==> src/rtl/counter_pkg.sv <==
// Shared definitions for the up/down counter: direction encoding and
// parameter legality checks used at elaboration time.
package counter_pkg;

  // Direction encoding for the up_dn input.
  localparam logic DIR_UP = 1'b1;
  localparam logic DIR_DN = 1'b0;

  localparam int unsigned WIDTH_MIN = 2;
  localparam int unsigned WIDTH_MAX = 16;

  // The counter width must lie in the supported range.
  function automatic bit width_legal(input int unsigned width);
    return (width >= WIDTH_MIN) && (width <= WIDTH_MAX);
  endfunction

  // The sequence length must be at least 2 and must fit in the counter width.
  function automatic bit modulus_legal(input int unsigned width, input int unsigned modulus);
    return (modulus >= 2) && (longint'(modulus) <= (longint'(1) << width));
  endfunction

endpackage

==> src/rtl/dff_ar.sv <==
// Single-bit D flip-flop with asynchronous active-low reset and a load enable.
module dff_ar (
  input  logic clk,
  input  logic rst_n,
  input  logic en,
  input  logic d,
  output logic q
);

  // Capture d on enabled rising edges; reset clears the bit at once.
  always_ff @(posedge clk or negedge rst_n) begin
    // NOTE: sequential state uses non-blocking (<=) so every flop samples
    // pre-edge values and simulation order between flops cannot matter.
    if (!rst_n) begin
      q <= 1'b0;
    end else if (en) begin
      q <= d;
    end
  end

endmodule

==> src/rtl/mod_updown_counter.sv <==
// Modulo-N up/down counter with synchronous clear, range-checked parallel
// load, wrap or saturate at the ends, terminal-count flag and registered
// wrap / load-error pulses. All state lives in dff_ar bit cells; the
// next-state logic sits here.
module mod_updown_counter
  import counter_pkg::*;
#(
  parameter int unsigned WIDTH    = 4,
  parameter int unsigned MODULUS  = 16,
  parameter int unsigned SATURATE = 0
) (
  input  logic             clk,
  input  logic             rst,
  input  logic             en,
  input  logic             up_dn,
  input  logic             clr,
  input  logic             load,
  input  logic [WIDTH-1:0] load_val,
  output logic [WIDTH-1:0] q,
  output logic             tc,
  output logic             wrap,
  output logic             load_err
);

  // Refuse to elaborate with an unsupported width or sequence length.
  if (!width_legal(WIDTH) || !modulus_legal(WIDTH, MODULUS)) begin : g_param_check
    $error("mod_updown_counter: illegal WIDTH=%0d / MODULUS=%0d", WIDTH, MODULUS);
  end

  // Highest reachable count, and the modulus widened by one bit so that
  // MODULUS = 2^WIDTH still compares correctly against load_val.
  localparam logic [WIDTH-1:0] Q_MAX   = WIDTH'(MODULUS - 1);
  localparam logic [WIDTH:0]   MOD_EXT = (WIDTH + 1)'(MODULUS);
  localparam bit               SAT     = (SATURATE != 0);

  logic [WIDTH-1:0] q_d;
  logic             q_en;
  logic             wrap_d;
  logic             load_err_d;

  // Next count and pulse values, priority clr > load > en > hold.
  always_comb begin
    // NOTE: every output of this block is defaulted first so no path can
    // leave one unassigned and infer a latch.
    q_d        = q;
    wrap_d     = 1'b0;
    load_err_d = 1'b0;
    if (clr) begin
      q_d = '0;
    end else if (load) begin
      if ({1'b0, load_val} < MOD_EXT) begin
        q_d = load_val;
      end else begin
        q_d        = Q_MAX;
        load_err_d = 1'b1;
      end
    end else if (en) begin
      if (up_dn == DIR_UP) begin
        if (q == Q_MAX) begin
          if (!SAT) begin
            q_d    = '0;
            wrap_d = 1'b1;
          end
        end else begin
          q_d = q + WIDTH'(1);
        end
      end else begin
        if (q == '0) begin
          if (!SAT) begin
            q_d    = Q_MAX;
            wrap_d = 1'b1;
          end
        end else begin
          q_d = q - WIDTH'(1);
        end
      end
    end
  end

  // The count only needs to be written when some action is requested.
  assign q_en = clr | load | en;

  // Terminal count: enabled and sitting at the end for the current direction.
  assign tc = en & ((up_dn == DIR_UP) ? (q == Q_MAX) : (q == '0));

  // One flop per count bit.
  for (genvar i = 0; i < WIDTH; i++) begin : g_q_bit
    dff_ar u_q_bit (
      .clk   (clk),
      .rst_n (rst),
      .en    (q_en),
      .d     (q_d[i]),
      .q     (q[i])
    );
  end

  // Pulse flops load every cycle so each pulse lasts exactly one cycle.
  dff_ar u_wrap (
    .clk   (clk),
    .rst_n (rst),
    .en    (1'b1),
    .d     (wrap_d),
    .q     (wrap)
  );

  dff_ar u_load_err (
    .clk   (clk),
    .rst_n (rst),
    .en    (1'b1),
    .d     (load_err_d),
    .q     (load_err)
  );

endmodule

==> config.mk <==
export PLATFORM = sky130hd
export DESIGN_NAME = mod_updown_counter
export DESIGN_NICKNAME = d
export VERILOG_FILES = /design/src/rtl/counter_pkg.sv /design/src/rtl/dff_ar.sv /design/src/rtl/mod_updown_counter.sv
export SDC_FILE = /design/constraint.sdc
export NUM_CORES = 1
export LEC_CHECK = 0
export ABC_CLOCK_PERIOD_IN_PS = 1480
export CAP_MARGIN = 20
export CORE_AREA = 4 4 41 43
export DETAILED_ROUTE_END_ITERATION = 6
export DIE_AREA = 0 0 45 47
export PLACE_DENSITY = 0.74
export SETUP_SLACK_MARGIN = 0.05
export SKIP_LAST_GASP = 1
export SLEW_MARGIN = 10
export SYNTH_ARGS = -nofsm -noshare
export SYNTH_HDL_FRONTEND = slang
export SYNTH_SLANG_ARGS = --single-unit
==> constraint.sdc <==
create_clock -name clk -period 1.48 [get_ports clk]
set_input_delay 0.296 -clock clk [delete_from_list [all_inputs] [get_ports clk]]
set_output_delay 0.296 -clock clk [all_outputs]
set_load 0.01 [all_outputs]
### Word-level counts from Yosys, hierarchy flattened

Index checks and enable logic that the tools add are counted.

| word-level totals | value |
|---|---|
| register bits | 5 |
| bits of input ports | 10 |
| output and inout bits | 7 |
| word-level logic and storage cells | 27 |

| cells by class | value |
|---|---|
| add/sub/neg operators | 2 |
| equality and inequality tests | 1 |
| muxes and demuxes | 13 |
| bitwise logic cells | 3 |
| reductions and logical operators | 3 |

Operator list:

| operator | number |
|---|---|
| 4-bit two-way mux | 6 |
| 1-bit two-way mux | 7 |
| 4-bit by 1-bit adder with 4-bit output (second input constant) | 1 |
| 4-bit == test (second input constant) | 1 |
| 4-bit zero test | 1 |
| 4-bit by 1-bit subtractor with 4-bit output (second input constant) | 1 |
| 3-bit nonzero test | 1 |
| 1-bit OR | 2 |
| 2-bit AND reduction | 1 |
| 1-bit bitwise AND | 1 |

### Depth between registers and ports, before layout

| depth | value |
|---|---|
| word-level depth | 6 |
| depth in mapped cells | 6 |
| mapped depth without buffers | 6 |

### By module

A second synthesis with hierarchy kept.

| second synthesis, totals | value |
|---|---|
| cell total of the unflattened synthesis | 58 |
| area, all modules | 555.5 sq um |

Modules (own cells, without submodules):

| module | instances | cells each | area each (sq um) | sequential area each (sq um) |
|---|---|---|---|---|
| mod_updown_counter | 1 | 46 | 315.3 | 0.0 |
| dff_ar | 6 | 2 | 40.0 | 25.0 |

### Worst setup path after synthesis

OpenSTA, ideal clock, no wires.

| path | value |
|---|---|
| path type | register to output |
| start point | reg g_q_bit[0].u_q_bit.q |
| end point | out tc |
| data arrival time | 1.313 ns |
| data required time | 1.184 ns |
| setup slack | -0.129 ns |
| cell stages (with the launch flop) | 6 |
| path buffers | 0 |
| cell sequence | dfrtp_1 inv_1 ha_1 or3b_1 o21ai_1 and2_1 |

| on the way | value |
|---|---|
| cells in the longest elaborated chain, start to end | 3 |
| elaborated cells between the ends (all ways) | 4 |
| classes of those cells | eq/ne: 1; mux: 1; bitwise: 1; reduce/logical: 1 |

RTL lines:

| what | RTL line | source |
|---|---|---|
| start: declaration | dff_ar.sv:7 | `output logic q` |
| start signal: assignment | dff_ar.sv:15 | `q <= 1'b0;` |
| start signal: assignment | dff_ar.sv:17 | `q <= d;` |
| 4-bit == test or 4-bit zero test (tied branches) | mod_updown_counter.sv:84 | `assign tc = en & ((up_dn == DIR_UP) ? (q == Q_MAX) : (q == '0));` |
| 1-bit two-way mux (*) | mod_updown_counter.sv:84 |  |
| 1-bit bitwise AND (*) | mod_updown_counter.sv:84 |  |
| end: declaration | mod_updown_counter.sv:20 | `output logic tc,` |

Every way passes the cells marked *; elsewhere a longest branch is shown, timed or not.

### Worst setup path in the final report

Same ends and word-level chain as after synthesis.

==> results.md <==
Finish:
- In the layout the commonest cells are buf_4 (11), clkdlybuf4s50_1 (9), inv_1 (4), a21oi_1 (4), dfrtp_1 (4).
- The final-stage net count is 90.
- The area added between synthesis and finish is 62.5%.
- The most common cell after layout, fill and taps aside is buf_4.
- The repair_antennas step left the layout with diodes totalling 0.
- The share of layout cells above drive strength 1 is 0.377.

STA:
- The number of failing hold endpoints at the final stage came to 0.
- Setup slack on the critical path of the routed design comes to -0.437 ns.
- The total negative slack is -0.839 ns.
- Clock skew on the completed layout was measured at roughly 0.013 ns.
- The final period utilization is 1.30.
- The setup-violating endpoint count in the final report is 5.
- The final number of max-transition violations is 0.
- Counting I/O delays and the setup requirement, the final critical path takes 1.92 ns.
- Setup repair after global routing could not meet its margin everywhere.
- The maximum frequency from static timing analysis is 0.522 GHz.

Pwr:
- IR analysis of the VDD net gives a maximum drop of 0.510 mV.
- The areal power density over the cells is 709 mW/mm2.
- The post-layout total power is 0.519 mW.
- The reported leakage power is about 0.34 nW.

Die:
- The die is 45 um wide.
- The floorplan step defined a core boundary enclosing 0.00130 mm2.
- The floorplan row count is 13.
- The die height is 47 um.
- The initial utilization of the core area, before any placement, comes to 0.346.
- The area of the die is between 0.002 and 0.0025 mm2.
- The total I/O pin count is 17.

Synth:
- The number of nets handed over by synthesis was 65.
- After synthesis, the netlist uses 28 different library cells.
- Averaged over all synthesized cells, the footprint is 8.50 um2.
- The sequential fraction of the synthesis area is 0.278.
- Summed over all instances, the cell type with the most area after synthesis is dfrtp_1.
- Summing every instance area after synthesis gives 450 um2.
- The predominant post-synthesis flop cell is dfrtp_1.
- The area share of the largest cell type after synthesis is 0.278.
- The number of enable-type register cells in the synthesized netlist is 0.
- The number of cells produced by synthesis is 53.
- For this run, asynchronously set or reset flops after synthesis account for 1.00.
- In the post-synthesis netlist, the biggest area contributors are dfrtp_1 (28%), buf_4 (8.3%), a21oi_1 (5.6%).
- The count of yosys warnings during synthesis is 0.
- Counting flops and latches in the post-synthesis netlist gives 5.

Detailed routing:
- The routed design uses 60 um of met3 wire.
- The total met2 wirelength after detailed routing is ~660 um.
- The top metal layer carrying routed signals is met4.
- For this run, design rule violations remaining after detail routing come to 0.
- In this run, the number of DRC markers left after iteration 0 of detailed routing was 4.
- The detail-routed net length per standard cell is around 13 um.
- The number of nets with antenna violations after detailed routing is 0.
- The detailed router put a total of around 460 um of wire on met1.
- The final routed wirelength across all metal layers is between 1000 and 1500 um.
- In the routed layout, each cell is associated on average with a via count of between 4 and 5.
- Before antenna repair, the detailed router went through 4 iterations.
- The routed layout has 452 vias.

Global routing:
- The via count of the first global-routing pass is 449.
- Entering global routing, the biggest net connects 9 pins.
- The total global-route track usage is 0.130.
- The initial antenna violation count is 0.
- The total overflow left after global routing is 0.
- The first global-routing pass estimated 1920 um of wire.

Setup path:
- The critical path goes through inv_2 -> ha_4 -> or3b_4 -> o21ai_2 -> and2_4 -> buf_6.
- The cell type of the slowest stage on the worst timing path is dfrtp_2.
- For the worst setup path, the data required time is 1.18 ns.
- The type of element launching the critical path is a flop.
- The maximum fanout along the worst path is 2.
- The kind of end point of the critical path is an output port.
- The worst setup slack for register-to-register paths is -0.29 ns.
- The type of the worst setup path is flop to output port.
- The data arrival time of the critical path is 1.62 ns.
- The highest cell delay on the worst timing path is 0.41 ns.

Clocking:
- The largest buffer count on any clock path is 2.
- TritonCTS created 3 clock buffers.
- The H-tree depth reported by CTS is 1.
- The clock tree root buffer cell is clkbuf_4.
- The clock-pin slew on the worst setup and hold paths is 0.06 ns.
- The number of clock sinks is 5.
- The CTS tree is built.
- The source-to-sink clock delay at the later pin of the worst-skew pair is roughly 0.25 ns.

Hold path:
- The class of the tightest hold or removal check is input pin to async pin.

Outcome:
- The run finished, with violations left.
- The checks that failed: setup timing.

Placed design:
- The placed wire-length estimate is a little over 900 um.
- Routability-driven placement finished with a final weighted congestion of 0.809.
- Buffers placed on the I/O ports in this run total 15.
- The worst slack at placement is -0.732 ns.

Job:
- The reported max-cap violation count is 0.
==> repair_timing <==
| action | in CTS | in global routing |
|---|---|---|
| hold buffers | 0 | 0 |
| hold endpoints to repair | 0 | 0 |
| endpoints found under the setup margin | 9 | 8 |
| resized for setup | 14 | 6 |
| pin swaps | 6 | 3 |
| buffers inserted | 2 | 1 |
==> worst paths after layout <==
kind	from	to	cells after the start
setup / recovery	g_q_bit[0].u_q_bit.q$_DFFE_PN0P_	tc	6
hold / removal	rst	g_q_bit[3].u_q_bit.q$_DFFE_PN0P_	1
setup reg to reg	g_q_bit[0].u_q_bit.q$_DFFE_PN0P_	g_q_bit[0].u_q_bit.q$_DFFE_PN0P_	8
hold reg to reg	g_q_bit[2].u_q_bit.q$_DFFE_PN0P_	g_q_bit[0].u_q_bit.q$_DFFE_PN0P_	4
max in group asynchronous	rst	g_q_bit[0].u_q_bit.q$_DFFE_PN0P_	1
min in group clk	load_val[0]	g_q_bit[0].u_q_bit.q$_DFFE_PN0P_	3
==> kinds of logic after synthesis <==
| kind of cell | count (synthesis) | share of synthesized area |
|---|---|---|
| buffers and inverters | 13 | 0.167 |
| other | 1 | 0.00833 |
| muxes | 2 | 0.0444 |
| xor gates and xnor gates | 2 | 0.0389 |
| DFF | 5 | 0.278 |
| adders and majority gates | 2 | 0.0555 |
| and+or+nand+nor | 12 | 0.167 |
| AOI/OAI and AO/OA | 16 | 0.242 |
==> synthesized netlist by cell type, drive strengths merged (2+ instances only) <==
cell,number
o21ai,4
nor2b,2
nor3,2
mux2i,2
a21oi,5
xnor2,2
nor2,2
buf,6
dfrtp,5
ha,2
inv,6
==> layer usage <==
metal / global-route usage / up-vias
met2: 0.234 / 12
met3: 0.0230 / 2
met1: 0.137 / 211
met4: 0.0877 / 0
li1: - / 227
met5: 0 / -
==> state kept, by name (all words and copies together) (netlist names) <==
| name | count |
|---|---|
| u_wrap.q | 1 |
| g_q_bit.u_q_bit.q | 4 |
==> critical path: cells and delay by family, from the launching register on <==
kind                     cells  cell delay, ns
AND/OR/NAND/NOR              2            0.53
adder cells (fa/ha/maj)      1            0.12
flip-flops                   1            0.41
buffers and inverters        2            0.17
AO/OA/AOI/OAI                1            0.12
==> cell type report <==
| cell class | count | area [um2] |
|---|---|---|
| Inverter | 6 | 22.5 |
| Sequential cell | 5 | 126 |
| Fill cell | 134 | 569 |
| Tap cell | 15 | 18.8 |
| Clock inverter | 1 | 5.00 |
| Clock buffer | 3 | 22.5 |
| Multi-Input combinational cell | 35 | 292 |
| Timing Repair Buffer | 27 | 245 |
==> report_power, final <==
part	switching, mW	internal, mW	leakage [nW]	total (mW)
Combinational	0.0880	0.111	0.260	0.199
Clock	0.0673	0.0985	0.0177	0.166
Sequential	0.00780	0.147	0.0642	0.154
Total	0.163	0.356	0.342	0.519
==> stage by stage <==
stage	cell area, um2	util	hold slack (ns)	std cells
finish	732	0.563	0.272	92
floorplan	467	-	0.000409	53
global placement	658	0.506	0.534	86
detailed placement	658	0.506	0.550	86
global route	732	0.563	0.283	92
CTS	708	0.544	0.272	91
No activity file was read; power rests on OpenSTA's default activity.
